[src/rtl/ysyx_22050598_csr_trap_ctrl_if.sv]
// CSR file access bus: one combinational read port and one write port.
// The controller drives index/enable/data (master); the CSR file answers
// with read data (slave).
interface ysyx_22050598_csr_trap_ctrl_if #(
  parameter int DATA_W = 64
);
  logic [1:0]        read_csr_idx;
  logic [DATA_W-1:0] read_csr_data;
  logic              write_en;
  logic [1:0]        write_csr_idx;
  logic [DATA_W-1:0] write_csr_data;

  modport master (
    output read_csr_idx, write_en, write_csr_idx, write_csr_data,
    input  read_csr_data
  );

  modport slave (
    input  read_csr_idx, write_en, write_csr_idx, write_csr_data,
    output read_csr_data
  );
endinterface

[src/rtl/ysyx_22050598_csr_trap_ctrl.sv]
// CSR trap controller: arbitrates the single-write-port machine CSR file
// between CSR instructions and the multi-step ecall / mret sequences, and
// issues a one-cycle PC redirect at the end of each sequence.
// CSR indices: 0=mstatus, 1=mtvec, 2=mepc, 3=mcause.
module ysyx_22050598_csr_trap_ctrl #(
  parameter int DATA_W = 64
) (
  input  logic              clk,
  input  logic              rst,
  input  logic              trap_req_i,
  input  logic [DATA_W-1:0] trap_pc_i,
  input  logic [DATA_W-1:0] trap_cause_i,
  output logic              trap_ack_o,
  input  logic              mret_req_i,
  output logic              mret_ack_o,
  input  logic              csr_op_valid_i,
  input  logic [1:0]        csr_op_i,
  input  logic [1:0]        csr_op_idx_i,
  input  logic [DATA_W-1:0] csr_op_wdata_i,
  output logic              csr_op_ready_o,
  output logic [DATA_W-1:0] csr_op_rdata_o,
  output logic              redirect_valid_o,
  output logic [DATA_W-1:0] redirect_pc_o,
  output logic              busy_o,
  ysyx_22050598_csr_trap_ctrl_if.master csr_if
);

  localparam logic [1:0] IDX_MSTATUS = 2'd0;
  localparam logic [1:0] IDX_MTVEC   = 2'd1;
  localparam logic [1:0] IDX_MEPC    = 2'd2;
  localparam logic [1:0] IDX_MCAUSE  = 2'd3;

  typedef enum logic [2:0] {
    IDLE, T_EPC, T_CAUSE, T_STAT, T_JUMP, M_STAT, M_JUMP
  } state_e;

  state_e            state_q, state_d;
  logic [DATA_W-1:0] pc_q, pc_d;
  logic [DATA_W-1:0] cause_q, cause_d;
  logic [DATA_W-1:0] redirect_pc_q;
  logic [DATA_W-1:0] old;

  assign old    = csr_if.read_csr_data;
  assign busy_o = (state_q != IDLE);

  // Arbitration, per-state CSR access and redirect generation. Outputs are
  // forced to zero while reset is asserted so an aborted sequence can issue
  // neither a write nor a redirect in the reset cycle.
  always_comb begin
    trap_ack_o            = 1'b0;
    mret_ack_o            = 1'b0;
    csr_op_ready_o        = 1'b0;
    csr_op_rdata_o        = '0;
    csr_if.read_csr_idx   = IDX_MSTATUS;
    csr_if.write_en       = 1'b0;
    csr_if.write_csr_idx  = IDX_MSTATUS;
    csr_if.write_csr_data = '0;
    redirect_valid_o      = 1'b0;
    redirect_pc_o         = redirect_pc_q;
    state_d               = state_q;
    pc_d                  = pc_q;
    cause_d               = cause_q;
    case (state_q)
      IDLE: begin
        csr_if.read_csr_idx = csr_op_idx_i;
        if (trap_req_i) begin
          trap_ack_o = 1'b1;
          pc_d       = trap_pc_i;
          cause_d    = trap_cause_i;
          state_d    = T_EPC;
        end else if (mret_req_i) begin
          mret_ack_o = 1'b1;
          state_d    = M_STAT;
        end else if (csr_op_valid_i) begin
          csr_op_ready_o       = 1'b1;
          csr_op_rdata_o       = old;
          csr_if.write_csr_idx = csr_op_idx_i;
          case (csr_op_i)
            2'b01: begin
              csr_if.write_en       = 1'b1;
              csr_if.write_csr_data = csr_op_wdata_i;
            end
            2'b10: begin
              // set/clear with a zero mask must not write (side-effect free)
              csr_if.write_en       = |csr_op_wdata_i;
              csr_if.write_csr_data = old | csr_op_wdata_i;
            end
            2'b11: begin
              csr_if.write_en       = |csr_op_wdata_i;
              csr_if.write_csr_data = old & ~csr_op_wdata_i;
            end
            default: ;
          endcase
        end
      end
      T_EPC: begin
        csr_if.write_en       = 1'b1;
        csr_if.write_csr_idx  = IDX_MEPC;
        csr_if.write_csr_data = pc_q;
        state_d               = T_CAUSE;
      end
      T_CAUSE: begin
        csr_if.write_en       = 1'b1;
        csr_if.write_csr_idx  = IDX_MCAUSE;
        csr_if.write_csr_data = cause_q;
        state_d               = T_STAT;
      end
      T_STAT: begin
        // MPIE <= MIE, MIE <= 0, MPP <= M
        csr_if.read_csr_idx          = IDX_MSTATUS;
        csr_if.write_en              = 1'b1;
        csr_if.write_csr_idx         = IDX_MSTATUS;
        csr_if.write_csr_data        = old;
        csr_if.write_csr_data[7]     = old[3];
        csr_if.write_csr_data[3]     = 1'b0;
        csr_if.write_csr_data[12:11] = 2'b11;
        state_d                      = T_JUMP;
      end
      T_JUMP: begin
        // direct mode only: mode bits of mtvec are dropped
        csr_if.read_csr_idx = IDX_MTVEC;
        redirect_valid_o    = 1'b1;
        redirect_pc_o       = {old[DATA_W-1:2], 2'b00};
        state_d             = IDLE;
      end
      M_STAT: begin
        // MIE <= MPIE, MPIE <= 1, MPP <= M
        csr_if.read_csr_idx          = IDX_MSTATUS;
        csr_if.write_en              = 1'b1;
        csr_if.write_csr_idx         = IDX_MSTATUS;
        csr_if.write_csr_data        = old;
        csr_if.write_csr_data[3]     = old[7];
        csr_if.write_csr_data[7]     = 1'b1;
        csr_if.write_csr_data[12:11] = 2'b11;
        state_d                      = M_JUMP;
      end
      M_JUMP: begin
        csr_if.read_csr_idx = IDX_MEPC;
        redirect_valid_o    = 1'b1;
        redirect_pc_o       = old;
        state_d             = IDLE;
      end
      default: state_d = IDLE;
    endcase
    if (rst) begin
      trap_ack_o       = 1'b0;
      mret_ack_o       = 1'b0;
      csr_op_ready_o   = 1'b0;
      csr_op_rdata_o   = '0;
      csr_if.write_en  = 1'b0;
      redirect_valid_o = 1'b0;
      redirect_pc_o    = '0;
    end
  end

  // State, latched trap info and the held redirect target.
  always_ff @(posedge clk) begin
    if (rst) begin
      state_q       <= IDLE;
      pc_q          <= '0;
      cause_q       <= '0;
      redirect_pc_q <= '0;
    end else begin
      state_q       <= state_d;
      pc_q          <= pc_d;
      cause_q       <= cause_d;
      redirect_pc_q <= redirect_pc_o;
    end
  end

endmodule

[src/flat_wrapper.sv]
// flat-port wrapper written by rule: the top's interface ports become plain ports
module ysyx_22050598_csr_trap_ctrl_flat 
#(
  parameter int DATA_W = 64
)
  (clk, rst, trap_req_i, trap_pc_i, trap_cause_i, trap_ack_o, mret_req_i, mret_ack_o, csr_op_valid_i, csr_op_i, csr_op_idx_i, csr_op_wdata_i, csr_op_ready_o, csr_op_rdata_o, redirect_valid_o, redirect_pc_o, busy_o, csr_if_read_csr_idx, csr_if_write_en, csr_if_write_csr_idx, csr_if_write_csr_data, csr_if_read_csr_data);
  ysyx_22050598_csr_trap_ctrl_if #(.DATA_W(DATA_W)) csr_if_i ();
  input  logic clk;
  input  logic rst;
  input  logic trap_req_i;
  input  logic [DATA_W-1:0] trap_pc_i;
  input  logic [DATA_W-1:0] trap_cause_i;
  output logic trap_ack_o;
  input  logic mret_req_i;
  output logic mret_ack_o;
  input  logic csr_op_valid_i;
  input  logic [1:0] csr_op_i;
  input  logic [1:0] csr_op_idx_i;
  input  logic [DATA_W-1:0] csr_op_wdata_i;
  output logic csr_op_ready_o;
  output logic [DATA_W-1:0] csr_op_rdata_o;
  output logic redirect_valid_o;
  output logic [DATA_W-1:0] redirect_pc_o;
  output logic busy_o;
  output wire logic [$bits(csr_if_i.read_csr_idx)-1:0] csr_if_read_csr_idx;
  output wire logic [$bits(csr_if_i.write_en)-1:0] csr_if_write_en;
  output wire logic [$bits(csr_if_i.write_csr_idx)-1:0] csr_if_write_csr_idx;
  output wire logic [$bits(csr_if_i.write_csr_data)-1:0] csr_if_write_csr_data;
  input wire logic [$bits(csr_if_i.read_csr_data)-1:0] csr_if_read_csr_data;
  assign csr_if_read_csr_idx = csr_if_i.read_csr_idx;
  assign csr_if_write_en = csr_if_i.write_en;
  assign csr_if_write_csr_idx = csr_if_i.write_csr_idx;
  assign csr_if_write_csr_data = csr_if_i.write_csr_data;
  assign csr_if_i.read_csr_data = csr_if_read_csr_data;
  ysyx_22050598_csr_trap_ctrl #(.DATA_W(DATA_W)) u_core (.clk(clk), .rst(rst), .trap_req_i(trap_req_i), .trap_pc_i(trap_pc_i), .trap_cause_i(trap_cause_i), .trap_ack_o(trap_ack_o), .mret_req_i(mret_req_i), .mret_ack_o(mret_ack_o), .csr_op_valid_i(csr_op_valid_i), .csr_op_i(csr_op_i), .csr_op_idx_i(csr_op_idx_i), .csr_op_wdata_i(csr_op_wdata_i), .csr_op_ready_o(csr_op_ready_o), .csr_op_rdata_o(csr_op_rdata_o), .redirect_valid_o(redirect_valid_o), .redirect_pc_o(redirect_pc_o), .busy_o(busy_o), .csr_if(csr_if_i));
endmodule
[config.mk]
export PLATFORM = sky130hd
export DESIGN_NAME = ysyx_22050598_csr_trap_ctrl_flat
export DESIGN_NICKNAME = d
export VERILOG_FILES = /design/src/rtl/ysyx_22050598_csr_trap_ctrl_if.sv /design/src/rtl/ysyx_22050598_csr_trap_ctrl.sv /design/src/flat_wrapper.sv
export SDC_FILE = /design/constraint.sdc
export NUM_CORES = 1
export LEC_CHECK = 0
export CAP_MARGIN = 5
export CORE_MARGIN = 2
export CORE_UTILIZATION = 35
export DETAILED_ROUTE_END_ITERATION = 6
export GPL_TIMING_DRIVEN = 0
export PLACE_DENSITY = 0.76
export SYNTH_ARGS = -nofsm -noshare
export SYNTH_HDL_FRONTEND = slang
export SYNTH_SLANG_ARGS = --single-unit
[constraint.sdc]
create_clock -name clk -period 2.3 [get_ports clk]
set_input_delay 0.345 -clock clk [delete_from_list [all_inputs] [get_ports clk]]
set_output_delay 0.345 -clock clk [all_outputs]
set_load 0.005 [all_outputs]
==> impl_metrics.py <==
metrics = {
    "floorplan": {
        "core_area_um2": 33400,
        "dieArea_um2": 35300,
        "placementRows": 67,
        "die_y_um": 188,
        "die_w_um": 188,
        "num_io_pins": 467,
        "start_util_pct": 35.4,
    },
    "worst_setup_path": {
        "cp_max_fo": 10,
        "crit_required_ns": 1.96,
        "arrival_ns": 2.35,
        "crit_family": "buffers and inverters",
        "cpPeakStageDelay_ns": 0.52,
        "criticalPathCategory": "flop to output pin",
        "path_cells": "buf_12 > buf_16 > nor3_2 > nand2_1 > clkbuf_8 > nor2_1 > clkdlybuf4s50_1",
        "crit_path_end_kind": "output pin",
        "cp_slowest_cell": "clkdlybuf4s50_1",
        "path_buf_inv": 4,
        "startpoint_type": "flop",
    },
    "global_route": {
        "overflow": 0,
        "antenna_found_initial": 0,
        "track_usage_pct": 32.2,
        "grt_pass1_wl_mm": 86.6,
        "grt_start_max_net_pins": 18,
        "first_global_vias": 14515,
    },
    "timing": {
        "hold_violations": 0,
        "timing.final.crit_share_pct": 117,
        "rsz0062_at_grt": "true",
        "finalSetupViolations": 179,
        "fin_worst_skew_ns": 0.0140,
        "min_period_ns": 2.69,
        "worstMarginPinSlew_ns": 1.16,
        "relSlewSlack_pct": 22.8,
        "holdWs_ns": 0.397,
        "fmax_ghz": 0.371,
        "worst_slack_ns": -0.394,
        "drv_slew": 0,
    },
    "finish": {
        "area_growth_pct": 74.1,
        "final_cell_mix": "nand2_1 (408), clkdlybuf4s50_1 (267), a21oi_1 (248), dfxtp_1 (192), buf_6 (125)",
        "nets": 2548,
        "n_antenna_cell": 0,
        "layout_commonest_cell": "nand2_1",
        "n_fill_cell": 2809,
        "drive_gt1_share_pct": 33.8,
    },
    "drt": {
        "routedWlPerCell_um": 22.7,
        "wl_met3_mm": 5.24,
        "drt_wl_total_mm": 62.3,
        "firstDrtPassIters": 6,
        "route.met2.wl_mm": 30.0,
        "maxUsedRoutingLayer": "met4",
        "viasPerCell": 5.66,
        "route.detailed.drc": 0,
        "drtIter0Drc": 1201,
        "detail-route-antenna-nets": 0,
        "via_count": 15543,
        "drt-met1-wl_mm": 24.1,
    },
    "placed_design": {
        "routabilityCongestion": 0.929,
        "portBuffers": 465,
        "dp_slack_ns": -1.45,
        "hpwl_mm": 42.8,
    },
    "cts": {
        "htree_levels": 4,
        "clockBufferDepth": 2,
        "hold_buffers": 0,
        "cts_root_buffer": "clkbuf_16",
        "path_clk_slew_ns": 0.09,
        "cts_sinks": 195,
        "clock_latency_ns": 0.45,
        "cts_tree": "done",
        "numCtsBuffers": 17,
    },
    "logic_synthesis": {
        "synth_fp_nets": 1936,
        "synth_area_um2": 11800,
        "syn_avg_cell_area_um2": 7.08,
        "ys_seq_elements": 195,
        "seq_area_frac_synth_pct": 33.0,
        "synthDistinctLibCells": 39,
        "synth_cells": 1671,
        "yosys_warnings": 0,
    },
    "power": {
        "powerDensity_nw_per_um2": 524,
        "power.leakage_nw": 8.87,
        "max-vdd-ir-drop_v": 0.000502,
    },
    "run": {
        "drv_cap": 0,
    },
    "status": {
        "status": "complete, but fails checks",
        "violations": "setup timing",
    },
    "hold_path": {
        "min_path_type": "primary input to flop",
    },
}
routing by layer:
metal | GRT usage [%] | vias to the layer above
li1 | - | 6938
met3 | 6.46 | 192
met2 | 55.3 | 961
met4 | 13.7 | 0
met5 | 0 | -
met1 | 39.0 | 7452
registers in the layout, summed over array words and instances, names as in the netlist:
| name | count |
|---|---|
| u_core.state_q | 3 |
| u_core.cause_q | 64 |
| u_core.redirect_pc_q | 64 |
| u_core.pc_q | 64 |
report_power, final:
| group | leakage, nW | switching [mW] | internal [mW] |
|---|---|---|---|
| Clock | 0.303 | 1.55 | 1.80 |
| Sequential | 1.59 | 0.140 | 3.61 |
| Combinational | 6.97 | 1.86 | 1.83 |
cell families after synthesis:
group                  after synthesis  share of synthesized area [%]
AOI/OAI and AO/OA                  515                           25.3
buffers and inverters              150                           6.95
DFF                                195                           33.0
muxes                               65                           6.13
and+or+nand+nor                    746                           28.6
what timing repair did:
item                       in CTS  in global routing
resized for setup             794                544
hold endpoints to repair        0                  0
pin swaps                      45                139
cloned                          8                 13
setup buffers                  60                 62
setup endpoints to repair     201                201
final cells by class:
class	count	area (um^2)	area share, %
Buffer	137	1260	6.14
Multi-Input combinational cell	1326	8310	40.3
Timing Repair Buffer	600	5910	28.7
Inverter	6	22.5	0.109
Tap cell	448	561	2.72
Clock buffer	19	453	2.20
Sequential cell	195	3920	19.0
Clock inverter	13	170	0.826
synth_stat cells (all sizes together):
cell type / count / share of area, %
a211o: 59 / 4.4
clkbuf: 70 / 2.3
o21ba: 2 / 0.17
nor3b: 2 / 0.13
nand3: 1 / 0.042
o21ai: 61 / 2.6
nand4: 2 / 0.11
a21oi: 319 / 13
o22ai: 1 / 0.053
a22oi: 65 / 4.1
or4b: 1 / 0.085
nor4: 18 / 1.0
nor4b: 2 / 0.15
and2: 62 / 3.3
buf: 74 / 4.5
o32ai: 3 / 0.22
nand2b: 2 / 0.11
mux2i: 5 / 0.42
and4: 1 / 0.074
nand2: 444 / 14
nor2: 73 / 2.3
nor3: 11 / 0.47
nor2b: 123 / 6.5
a21o: 1 / 0.063
a211oi: 2 / 0.13
inv: 6 / 0.19
o221ai: 2 / 0.15
or2: 1 / 0.053
dfxtp: 195 / 33
mux2: 60 / 5.7
nand3b: 1 / 0.095
and3: 2 / 0.11
worst paths after layout:
check	start	end	slack [ns]	cells past startpoint
worst max-delay path	u_core.state_q[1]$_SDFFE_PP0P_	trap_ack_o	-0.39	7
worst min-delay path	mret_req_i	u_core.state_q[0]$_SDFFE_PP0P_	0.40	3
worst max register to register	u_core.state_q[1]$_SDFFE_PP0P_	u_core.cause_q[11]$_SDFFE_PP0P_	0.19	8
worst min register to register	u_core.pc_q[0]$_SDFFE_PP0P_	u_core.pc_q[0]$_SDFFE_PP0P_	0.46	2
worst register-to-register path, delay by kind of cell (launching register included):
family / cells / cell delay (ns)
flip-flops: 1 / 0.41
AO/OA/AOI/OAI: 1 / 0.16
buffers and inverters: 4 / 1.13
AND/OR/NAND/NOR: 3 / 0.34
metrics by stage:
step	instance area, um^2	utilization [%]	setup TNS, ns	std cells	total power [mW]
3_3_place_gp	17100	51.0	-178.35	2584	6.66
6_report	20600	61.6	-34.17	2744	10.8
2_1_floorplan	11800	-	0	1671	5.17
4_1_cts	19100	57.0	-46.85	2682	10.2
3_5_place_dp	17100	51.0	-180.99	2584	6.71
5_1_grt	20600	61.6	-48.68	2744	11.2
(Power assumes the default switching activity.)
==> variant 1 (same flow settings) <==
Reset style: asynchronous (`rst`), changed in one clocked block.
--- a/src/rtl/ysyx_22050598_csr_trap_ctrl.sv
+++ b/src/rtl/ysyx_22050598_csr_trap_ctrl.sv
@@ -154,7 +154,7 @@
   end
 
   // State, latched trap info and the held redirect target.
-  always_ff @(posedge clk) begin
+  always_ff @(posedge clk or posedge rst) begin
     if (rst) begin
       state_q       <= IDLE;
       pc_q          <= '0;
Formal check against the unedited RTL: differs if rst is asserted again (counterexample within 4 cycles, from zero or initial values and one cycle with rst high); with rst held inactive, the same outputs for 4 cycles.
==> variant 1 against the unedited design <==
The run still ends with setup timing left. Worst hold slack got worse by 0.13 ns. Sequential cell count did not move. Routed wire length rose by 7.9%. Highest routed layer unchanged. Non-clock buffer count rose by 30. Worst setup slack got worse by 0.26 ns. Final area rose by 6.6%. Die area fell by 0.64%. Area after synthesis fell by 0.66%.
Power is not compared: it rests on default switching activity, and its combinational part moved more than twofold at a synthesized area within 25%.
==> variant 1: results (changes against the unedited design) <==
[placement]
dp_hpwl_um = 42000  ; -1.8%

[synth]
synthCells = 1268  ; -24%
ys_seq_area_share_pct = 41.5  ; +8.5 points
synth.area.top_cells = dfrtp_1 (41%), mux2_2 (13%), mux2i_1 (10%), nand2_1 (6.1%), o221ai_1 (4.6%)
syn-num-nets = 1533  ; -21%
async_flop_share_pct = 100  ; +100 points
synth_ff_type = dfrtp_1
yosys-top-cells-count = dfrtp_1 (195), nand2_1 (191), mux2_2 (131)

[global_route]
use_met3_pct = 7.58  ; +1.1 points
grt_use_total_pct = 34.3  ; +2.2 points
grtUsageMet1_pct = 41.9  ; +2.9 points
grt_max_degree = 42  ; +24
grt_pass1_vias = 14300  ; -1.5%

[setup_path]
r2r-end = u_core.pc_q[53]$_DFFE_PP0P_
crit_end = csr_if_write_en
arrival_ns = 2.61  ; +0.26 ns
startpoint = csr_op_wdata_i[58]
cpLargestDelayFamily = simple AND/OR/NAND/NOR gates
critPathMaxStageDelay_ns = 0.57  ; +0.05 ns
rrSetupSlack_ns = -0.14  ; -0.33 ns
crit_fanout = 3  ; -7
crit_slowest_cell = nor4_1

[sta]
timing.setup.tns_ns = -95.45  ; -61.27 ns
worst_slew_pin_slew_ns = 1.40  ; +0.238 ns
setup_slack_ns = -0.657  ; -0.263 ns
setup_violations = 325  ; +82%
fin_skew_ns = 0.0124  ; -0.00167 ns

[worst_hold_path]
hp-class = input port to asynchronous set/reset pin

[routing]
first_iter_violations = 1422  ; +18%
vias = 14600  ; -6.0%
wl_per_cell_um = 28.1  ; +24%

[finish]
fin_cells = 2396  ; -13%
fill_cells = 2446  ; -13%
drive_gt1_share_pct = 51.3  ; +18 points

[run_status]
status = complete, but fails checks
violations = setup timing

[clocking]
clkTransAtPathRegs_ns = 0.07  ; -0.02 ns
cts_buffer_depth = 2  ; unchanged

variant 1: cell count changes in the layout (fill, tap and decap cells not counted), sizes merged, moves of 71 or more:
cell and delta:
a21oi -249, buf +95, dfrtp +195, dfxtp -195
mux2 +71, mux2i +117, nand2 -253, nor2b -119
variant 1: report_power, final:
group          leakage (nW)  internal (mW)  switching, mW
registers              2.43           4.80          0.967
logic                  6.99           7.77           7.27
clock network         0.264           1.47           1.54
variant 1: kinds of logic after synthesis:
group / share of synthesized area, %
buf+inv: 6.78
compound gates: 15.7
simple gates: 13.1
mux: 22.9
flops: 41.5
variant 1: timing repair:
item	4_1_cts	5_1_grt
buffers inserted	109	72
endpoints found under the setup margin	362	256
resized for setup	1358	343
cloned	17	10
pin swaps	67	54
variant 1: routing by layer:
metal | up-vias | share of wire, % | wire length, um
met5 | - | 0 | 0
met4 | 0 | 6.5 | 4340
met3 | 281 | 9.8 | 6580
met2 | 1169 | 48 | 32100
met1 | 7238 | 36 | 24200
li1 | 5922 | - | -
variant 1: worst min path at each step:
stage	from	end	slack, ns	depth (start not counted)
after floorplan	mret_req_i	u_core.state_q[0]$_DFFE_PP0P_	0.47	1
after global placement	u_core.pc_q[7]$_DFFE_PP0P_	u_core.pc_q[7]$_DFFE_PP0P_	0.49	1
after detailed placement	u_core.pc_q[7]$_DFFE_PP0P_	u_core.pc_q[7]$_DFFE_PP0P_	0.49	1
after CTS	rst	u_core.redirect_pc_q[30]$_DFF_PP0_	0.26	4
after global routing	rst	u_core.redirect_pc_q[30]$_DFF_PP0_	0.29	4
final	rst	u_core.pc_q[37]$_DFFE_PP0P_	0.27	4
variant 1: cell type report:
type,instances,share of cell area (%)
inverters,66,1.16
clock buffers,20,2.13
plain buffers,108,5.99
diodes,4,0.0456
well taps,448,2.55
clock inverters,12,0.370
multi-input cells,883,37.8
flip-flops and latches,195,22.2
repair inverters,1,0.0228
repair buffers,659,27.7
variant 1: per-stage QoR:
step                      cell area [um^2]  total power [mW]
after global placement               17000              15.4
after global routing                 22000              24.6
after CTS                            20500              21.3
after floorplan                      11800              10.8
final                                22000              23.8
after detailed placement             17100              15.6
variant 1: tightest hold or removal path, cell delays in order:
cell and delay [ns]:
clkbuf_8 0.14, clkbuf_8 0.22, clkinvlp_4 0.15, buf_12 0.25
==> variant 2 (same settings) <==
Made on the original files. `DATA_W` is set to 64 in 3 places; all go to 60.
--- a/src/rtl/ysyx_22050598_csr_trap_ctrl_if.sv
+++ b/src/rtl/ysyx_22050598_csr_trap_ctrl_if.sv
@@ -2,7 +2,7 @@
 // The controller drives index/enable/data (master); the CSR file answers
 // with read data (slave).
 interface ysyx_22050598_csr_trap_ctrl_if #(
-  parameter int DATA_W = 64
+  parameter int DATA_W = 60
 );
   logic [1:0]        read_csr_idx;
   logic [DATA_W-1:0] read_csr_data;
--- a/src/rtl/ysyx_22050598_csr_trap_ctrl.sv
+++ b/src/rtl/ysyx_22050598_csr_trap_ctrl.sv
@@ -3,7 +3,7 @@
 // issues a one-cycle PC redirect at the end of each sequence.
 // CSR indices: 0=mstatus, 1=mtvec, 2=mepc, 3=mcause.
 module ysyx_22050598_csr_trap_ctrl #(
-  parameter int DATA_W = 64
+  parameter int DATA_W = 60
 ) (
   input  logic              clk,
   input  logic              rst,
--- a/src/flat_wrapper.sv
+++ b/src/flat_wrapper.sv
@@ -1,7 +1,7 @@
 // flat-port wrapper written by rule: the top's interface ports become plain ports
 module ysyx_22050598_csr_trap_ctrl_flat 
 #(
-  parameter int DATA_W = 64
+  parameter int DATA_W = 60
 )
   (clk, rst, trap_req_i, trap_pc_i, trap_cause_i, trap_ack_o, mret_req_i, mret_ack_o, csr_op_valid_i, csr_op_i, csr_op_idx_i, csr_op_wdata_i, csr_op_ready_o, csr_op_rdata_o, redirect_valid_o, redirect_pc_o, busy_o, csr_if_read_csr_idx, csr_if_write_en, csr_if_write_csr_idx, csr_if_write_csr_data, csr_if_read_csr_data);
   ysyx_22050598_csr_trap_ctrl_if #(.DATA_W(DATA_W)) csr_if_i ();
Ports: changed (7 resized); port bits go from 467 to 439. The function was not compared with the original's and may differ.
==> variant 2 against the unedited design <==
The flow still finishes with violations (setup timing). Total power down 6.2%. Non-clock buffer count down 66. Worst setup slack better by 0.21 ns. Clock skew down 0.0013 ns. Final area down 8.0%. Sequential cell count down 12. Combinational power down 6.2%. Routed wire length down 7.9%. Area after synthesis down 9.0%.
==> variant 2: results (changes against the unedited design) <==
[setup_path]
critPathMaxStageDelay_ns = 0.38  ; -0.14 ns
cpLargestDelayFamily = buffers and inverters
crit_fanout = 6  ; -4
crit_slowest_cell = dfxtp_4
arrival_ns = 2.14  ; -0.21 ns

[synth]
ys.warnings.count = 0  ; unchanged
yosys-top-cells-count = nand2_1 (415), a21oi_1 (245), dfxtp_1 (183)
avgSynthCellArea_um2 = 7.37  ; +4.0%
ys_seq_area_share_pct = 34.0  ; +1.0 points
async_flop_share_pct = 0  ; unchanged
synth.area.top_cells = dfxtp_1 (34%), nand2_1 (14%), a21oi_1 (11%), mux2_2 (5.9%), mux2i_1 (5.5%)
synthDistinctLibCells = 36  ; -7.7%
syn-num-nets = 1711  ; -12%

[finish]
reg_top3 = u_core.cause_q x60, u_core.pc_q x60, u_core.redirect_pc_q x60
fill_cells = 2569  ; -8.5%
drive_gt1_share_pct = 33.4  ; -0.37 points
layout.nets = 2263  ; -11%

[sta]
slew_headroom_pct = 42.1  ; +19 points
timing.setup.tns_ns = -8.62  ; +25.55 ns
fin_skew_ns = 0.0127  ; -0.00130 ns
setup_violations = 104  ; -42%
setup_slack_ns = -0.185  ; +0.208 ns

[power]
ir_drop_mv = 0.454  ; -9.5%
combPwrFrac_pct = 34.2  ; about the same
pwr-share-clk_pct = 31.2  ; +0.2 points
p_leak_nw = 8.23  ; -7.2%
p_int_mw = 6.79  ; -6.2%

[routing]
first_pass_iters = 6  ; unchanged
first_iter_violations = 1459  ; +21%
via_per_inst = 5.76  ; +1.6%
wl_per_cell_um = 23.7  ; +4.2%
vias = 14000  ; -10%

[global_route]
grt_max_degree = 17  ; -1
grtUsageMet1_pct = 41.5  ; +2.5 points
use_met3_pct = 5.13  ; -1.3 points
grt_use_total_pct = 33.1  ; +0.95 points
grtUsageMet2_pct = 55.7  ; +0.36 points
antenna_found_initial = 5  ; +5
grt_pass1_wl_um = 82900  ; -4.2%

[placement]
dp_hpwl_um = 39000  ; -8.8%
place.gp.congestion = 0.903  ; -2.8%
post-place-ws_ns = -1.37  ; +0.0794 ns
dpl.cell_count = 2293  ; -11%
portBuffers = 435  ; -6.5%

[clocking]
h-tree-depth = 4  ; unchanged
cts-root-buf = clkbuf_16
numCtsBuffers = 17  ; unchanged
cts_buffer_depth = 2  ; unchanged
clock_latency_ns = 0.44
clkTransAtPathRegs_ns = 0.08

[worst_hold_path]
hp-class = input port to flop

[run_status]
status = complete, but fails checks
violations = setup timing

## variant 2: logic make-up after synthesis
group           count (synthesis)  share of synthesized area (%)
flops                         183                           34.0
mux                           115                           11.3
compound gates                429                           25.4
buf+inv                       199                           8.04
simple gates                  536                           21.2
## variant 2: metal layers
metal / vias to the layer above / wire [um]
met3: 184 / 4330
met4: 4 / 2750
met1: 6727 / 22900
li1: 6212 / -
met5: - / 20
met2: 830 / 27400
## variant 2: final timing paths
check	cells past startpoint	to	start	slack [ns]
worst min register to register	2	u_core.cause_q[18]$_SDFFE_PP0P_	u_core.cause_q[18]$_SDFFE_PP0P_	0.46
worst max-delay path	9	csr_if_write_csr_data[8]	u_core.state_q[1]$_SDFFE_PP0P_	-0.19
worst max register to register	9	u_core.cause_q[11]$_SDFFE_PP0P_	u_core.state_q[1]$_SDFFE_PP0P_	0.13
worst min-delay path	3	u_core.cause_q[32]$_SDFFE_PP0P_	trap_cause_i[32]	0.45
## variant 2: layout make-up
class	instances	area share (%)
diodes	4	0.0528
plain buffers	131	6.10
clock buffers	18	2.26
clock inverters	12	0.884
inverters	61	1.21
multi-input cells	1080	40.3
flip-flops and latches	183	19.4
well taps	396	2.61
repair buffers	540	27.2
## variant 2: stage by stage
stage / instance area, um^2 / hold WS (ns) / power, mW / util, %
detailed placement: 15600 / 0.447 / 6.25 / 51.3
global route: 19000 / 0.464 / 10.4 / 62.3
finish: 19000 / 0.454 / 10.1 / 62.3
floorplan: 10800 / 0.433 / 4.82 / -
CTS: 17800 / 0.446 / 9.71 / 58.6
global placement: 15600 / 0.439 / 6.20 / 51.3
## variant 2: what timing repair did
item | in CTS | in global routing
cloned | 13 | 3
setup buffers | 66 | 30
pin swaps | 43 | 75
setup endpoints to repair | 189 | 176
gates resized for setup | 990 | 371
